## src/rtl/pipe_stage_ctrl.sv

```systemverilog
// Four-stage (decode/exec/mem/wb) occupancy and flush tracker for an in-order pipeline.
// Optional performance counters are compiled in when PIPE_PERF_CNT_EN is defined.
module pipe_stage_ctrl (
  input  logic        clk_i,
  input  logic        reset_i,
  input  logic        instr_valid_i,
  input  logic [31:0] instr_i,
  input  logic [31:0] pc_i,
  input  logic        stall_i,
  input  logic        halt_decode_i,
  input  logic        halt_exec_i,
  input  logic        halt_mem_i,
  input  logic        halt_reg_write_i,
  output logic        instr_ready_o,
  output logic        dec_valid_o,
  output logic        exec_valid_o,
  output logic        mem_valid_o,
  output logic        wb_valid_o,
  output logic [31:0] dec_instr_o,
  output logic [31:0] dec_pc_o,
  output logic [31:0] exec_pc_o,
  output logic [31:0] mem_pc_o,
  output logic [31:0] wb_pc_o,
  output logic        retire_o,
  output logic        flush_active_o,
  output logic [31:0] retire_cnt_o,
  output logic [15:0] bubble_cnt_o
);

  typedef enum logic {IDLE, FLUSH} flush_state_e;

  flush_state_e state_q, state_d;
  logic dec_pf, exec_pf, mem_pf, wb_pf;
  logic halt_any;
  logic transfer;

  assign halt_any      = halt_decode_i | halt_exec_i | halt_mem_i | halt_reg_write_i;
  assign instr_ready_o = ~stall_i & ~halt_decode_i & ~reset_i;
  assign transfer      = instr_valid_i & instr_ready_o;
  assign retire_o      = wb_valid_o & ~halt_reg_write_i & ~reset_i;

  // A kill overrides a stall; a killed decode entry keeps its pc/instr.
  always_ff @(posedge clk_i) begin
    if (reset_i) begin
      dec_valid_o <= 1'b0;
      dec_instr_o <= 32'd0;
      dec_pc_o    <= 32'd0;
      dec_pf      <= 1'b0;
    end else if (halt_decode_i) begin
      dec_valid_o <= 1'b0;
    end else if (!stall_i) begin
      dec_valid_o <= transfer;
      dec_instr_o <= instr_i;
      dec_pc_o    <= pc_i;
      dec_pf      <= flush_active_o | halt_any;
    end
  end

  always_ff @(posedge clk_i) begin
    if (reset_i) begin
      exec_valid_o <= 1'b0;
      mem_valid_o  <= 1'b0;
      wb_valid_o   <= 1'b0;
      exec_pc_o    <= 32'd0;
      mem_pc_o     <= 32'd0;
      wb_pc_o      <= 32'd0;
      exec_pf      <= 1'b0;
      mem_pf       <= 1'b0;
      wb_pf        <= 1'b0;
    end else begin
      exec_valid_o <= dec_valid_o & ~halt_decode_i & ~stall_i;
      mem_valid_o  <= exec_valid_o & ~halt_exec_i;
      wb_valid_o   <= mem_valid_o & ~halt_mem_i;
      exec_pc_o    <= dec_pc_o;
      mem_pc_o     <= exec_pc_o;
      wb_pc_o      <= mem_pc_o;
      exec_pf      <= dec_pf;
      mem_pf       <= exec_pf;
      wb_pf        <= mem_pf;
    end
  end

  always_ff @(posedge clk_i) begin
    if (reset_i) state_q <= IDLE;
    else         state_q <= state_d;
  end

  // The redirect ends once the first instruction fetched after it retires.
  always_comb begin
    state_d = state_q;
    case (state_q)
      IDLE:    if (halt_any) state_d = FLUSH;
      FLUSH:   if (!halt_any && retire_o && wb_pf) state_d = IDLE;
      default: state_d = IDLE;
    endcase
  end

  always_comb begin
    flush_active_o = (state_q == FLUSH);
  end

`ifdef PIPE_PERF_CNT_EN
  logic [31:0] retire_cnt_q;
  logic [15:0] bubble_cnt_q;

  always_ff @(posedge clk_i) begin
    if (reset_i) begin
      retire_cnt_q <= 32'd0;
      bubble_cnt_q <= 16'd0;
    end else begin
      if (retire_o) retire_cnt_q <= retire_cnt_q + 32'd1;
      if (!wb_valid_o && bubble_cnt_q != 16'hFFFF) bubble_cnt_q <= bubble_cnt_q + 16'd1;
    end
  end

  assign retire_cnt_o = retire_cnt_q;
  assign bubble_cnt_o = bubble_cnt_q;
`else
  assign retire_cnt_o = 32'd0;
  assign bubble_cnt_o = 16'd0;
`endif

endmodule

```

## config.mk

```make
export PLATFORM = sky130hd
export DESIGN_NAME = pipe_stage_ctrl
export DESIGN_NICKNAME = d
export VERILOG_FILES = /design/src/rtl/pipe_stage_ctrl.sv
export SDC_FILE = /design/constraint.sdc
export NUM_CORES = 1
export LEC_CHECK = 0
export ABC_AREA = 1
export BUFFER_PORTS_ARGS = -buffer_cell sky130_fd_sc_hd__buf_2
export CORE_MARGIN = 10
export CORE_UTILIZATION = 45
export DETAILED_ROUTE_END_ITERATION = 10
export PLACE_DENSITY_LB_ADDON = 0.12
export SETUP_SLACK_MARGIN = 0.05
export SYNTH_ARGS = -nofsm -noshare
export SYNTH_HDL_FRONTEND = slang
export SYNTH_SLANG_ARGS = --single-unit
```

## constraint.sdc

```tcl
create_clock -name clk_i -period 1.55 [get_ports clk_i]
set_clock_uncertainty 0.15 [all_clocks]
set_input_delay 0 -clock clk_i [delete_from_list [all_inputs] [get_ports clk_i]]
set_output_delay 0 -clock clk_i [all_outputs]
set_load 0.005 [all_outputs]
```

==> results by group <==
Clock tree
  – Number of buffers created by CTS: 17
  – Clk slew on worst S/H paths: 0.06 ns
  – Worst skew pair latency: about 0.41 ns
  – CTS max path bufs: 2
  – Clock H-tree levels: 4
  – Clock Tree Root: clkbuf_16
  – CTS tree: yes
  – CTS sink cnt: ~170

GRT
  – Antenna violations before repair: 0
  – Pin count of the biggest net entering global routing: 71
  – Tot GR Track Use: 19.9%
  – First-pass GRT wire length: between 20 and 30 mm
  – Vias in the first global route: 5257
  – Overflow after GRT: 0

Die
  – Die span in y: 130 um
  – Initial Utilization: between 40% and 50%
  – Area of the core: 12000 um^2
  – # rows: 40
  – Num ports: 287
  – Die W: 130 um
  – Die area: 17000 um^2

Cells and area
  – N_diodes: 0
  – Area delta synth->final: 58.8%
  – Share of layout cells above drive strength 1: approximately 28%
  – Register area: around 3400 um^2
  – Area of the multi-input gates: 1370 um^2
  – Fillcell total: 874
  – # nets final: 1081

Detailed routing
  – Routed wl met3: 2.00 mm
  – Wirelength, routed: 17.4 mm
  – First-pass iteration count of the detailed router: 4
  – Residual DRC: 0
  – Routed length per instance: 14.9 um
  – Vias: 5168
  – Iter 0 DRT Violations: 281
  – Wire length on met1: 6.45 mm
  – Remaining antenna violation count: 0
  – Max Used Layer: met4
  – Via/cell ratio: 4.42
  – WL met2: 8.61 mm

Place
  – HPWL Detailed: 11.2 mm
  – Routability cong.: ~0.78
  – Port bufs: 238
  – Pre-CTS setup slack: 0.340 ns

Critical path
  – Cell at the slowest stage of the critical path: dlygate4sd3_1
  – Top Family by Delay on Critical Path: buffers and inverters
  – WP depth: 3
  – Nature of the critical path startpoint: register
  – CP max FO: 3
  – Worst EP arrival: between 1.5 and 2 ns
  – Crit-path max cell delay: 0.55 ns
  – R2R depth: 3
  – Worst Path Buf+Inv: 1
  – CP Class: reg -> reg
  – WP data required: 1.76 ns
  – CP endpoint kind: register
  – Crit-path cells: nand2_1, a21oi_1, dlygate4sd3_1

STA
  – RSZ-0062 raised after global routing: no
  – Hold slack: 0.0510 ns
  – Fmax achieved: 758 MHz
  – Min Tclk post-route: 1.32 ns
  – Final Cycle Share: 85.2%
  – Final setup fails: 0
  – Final Hold Viols: 0
  – Final setup TNS: 0 ns
  – Pins Over Slew Limit: 0
  – Fin worst setup slack: 0.230 ns

Min path
  – Min-Delay Path Class: in -> reg
  – Hold depth: 5

Power
  – Pwr Density: 1170 nW/um^2
  – IR drop worst, VDD: 766 uV
  – Leakage power: 4.52 nW

Synth
  – Avg Inst Size Synth: 8.69 um^2
  – Yosys top cell area share: 61.6%
  – Synthesized cell area: 5490 um^2
  – Post-synthesis sequential area ratio: 61.6%
  – Synth area leader: dfxtp_1
  – Distinct cells, synth: 18
  – Syn Inst Count: 632
  – Dominant cells by area after synthesis: dfxtp_1 62%, nor2_1 12%, inv_1 7.0%, buf_4 6.7%, o21ai_0 5.8%
  – Syn. warnings: 0
  – Flops & latches, synth: 169

Flow run
  – Max Cap Violations: 0

Outcome
  – Status: complete, no violations
[registers in the layout (all words and copies together) (netlist names)]
| name | flops |
|---|---|
| dec_instr_o | 32 |
| dec_pc_o | 32 |
| exec_pc_o | 32 |
| mem_pc_o | 32 |
| wb_pc_o | 32 |
| dec_pf | 1 |
| dec_valid_o | 1 |
| exec_pf | 1 |
| exec_valid_o | 1 |
| flush_active_o | 1 |
| mem_pf | 1 |
| mem_valid_o | 1 |
| wb_pf | 1 |
| wb_valid_o | 1 |
[tightest hold or removal path: cells and delay by family]
| family | cells | cell delay, ns |
|---|---|---|
| buf+inv | 3 | 0.45 |
| simple gates | 2 | 0.12 |
[report_power, final]
group	internal (mW)	switching (mW)	total [mW]
Clock	2.98	1.65	4.62
Sequential	4.53	0.0882	4.62
Combinational	0.469	0.466	0.936
[per-layer routing]
layer	GRT usage (%)	up-vias
met2	34.8	221
met5	0	-
met1	20.0	2376
met4	7.65	0
li1	-	2544
met3	9.55	27
[timing repair]
action                                  CTS  global route
gates resized for setup                   0             3
buffers inserted                          0             0
hold buffers                            146             0
hold endpoints to repair                168             0
endpoints found under the setup margin    0             1
[layout by cell type (no fill, tap or decap)]
cell and instances:
nor2_4 1, a21oi_1 35, inv_1 99, clkinv_1 1, nor2_1 169, o21ai_0 64
buf_4 6, dfxtp_1 169, nor3_2 1, clkbuf_8 3, inv_2 3, clkbuf_16 17
nand2_1 8, and3_1 1, buf_12 3, clkinv_2 3, buf_2 237, dlygate4sd3_1 144
clkinvlp_4 4, bufinv_16 5, conb_1 48, nand4_1 1
[cell usage after synthesis, drive strengths merged]
| cell type | n |
|---|---|
| nand4 | 1 |
| and3 | 1 |
| clkbuf | 11 |
| nor3 | 1 |
| buf | 68 |
| a21oi | 35 |
| inv | 103 |
| nand2 | 8 |
| o21ai | 64 |
| nor2 | 170 |
| dfxtp | 169 |
| conb | 1 |
[stage by stage]
stage	instances	total power, mW	util [%]	instance area [um^2]
2_1_floorplan	679	5.12	-	5670
3_3_place_gp	992	5.38	55.1	6590
3_5_place_dp	992	5.40	55.1	6590
4_1_cts	1170	10.2	73.0	8730
5_1_grt	1169	10.6	72.9	8720
6_report	1169	10.2	72.9	8720
[path summary, 6_finish.rpt]
kind                     from           to  slack [ns]
hold reg to reg        mem_pf        wb_pf        0.26
setup reg to reg  dec_valid_o  dec_valid_o        0.23
hold / removal        reset_i   wb_valid_o        0.05
setup / recovery  dec_valid_o  dec_valid_o        0.23
[cell families (layout without fill, tap and decap cells)]
logic type      Yosys count  after routing  synth area share [%]
flops                   169            169                  61.6
simple gates            181            181                  12.6
other cells               1             48                0.0683
compound gates           99             99                  9.02
buf+inv                 182            525                  16.7
[final cells by class]
class,instances,area share [%]
clock buffers,20,5.35
clock inverters,12,2.24
inverters,103,4.43
multi-input cells,328,15.8
flip-flops and latches,169,38.8
well taps,147,2.11
repair buffers,390,31.3
Power figures use the tool's default switching activity.
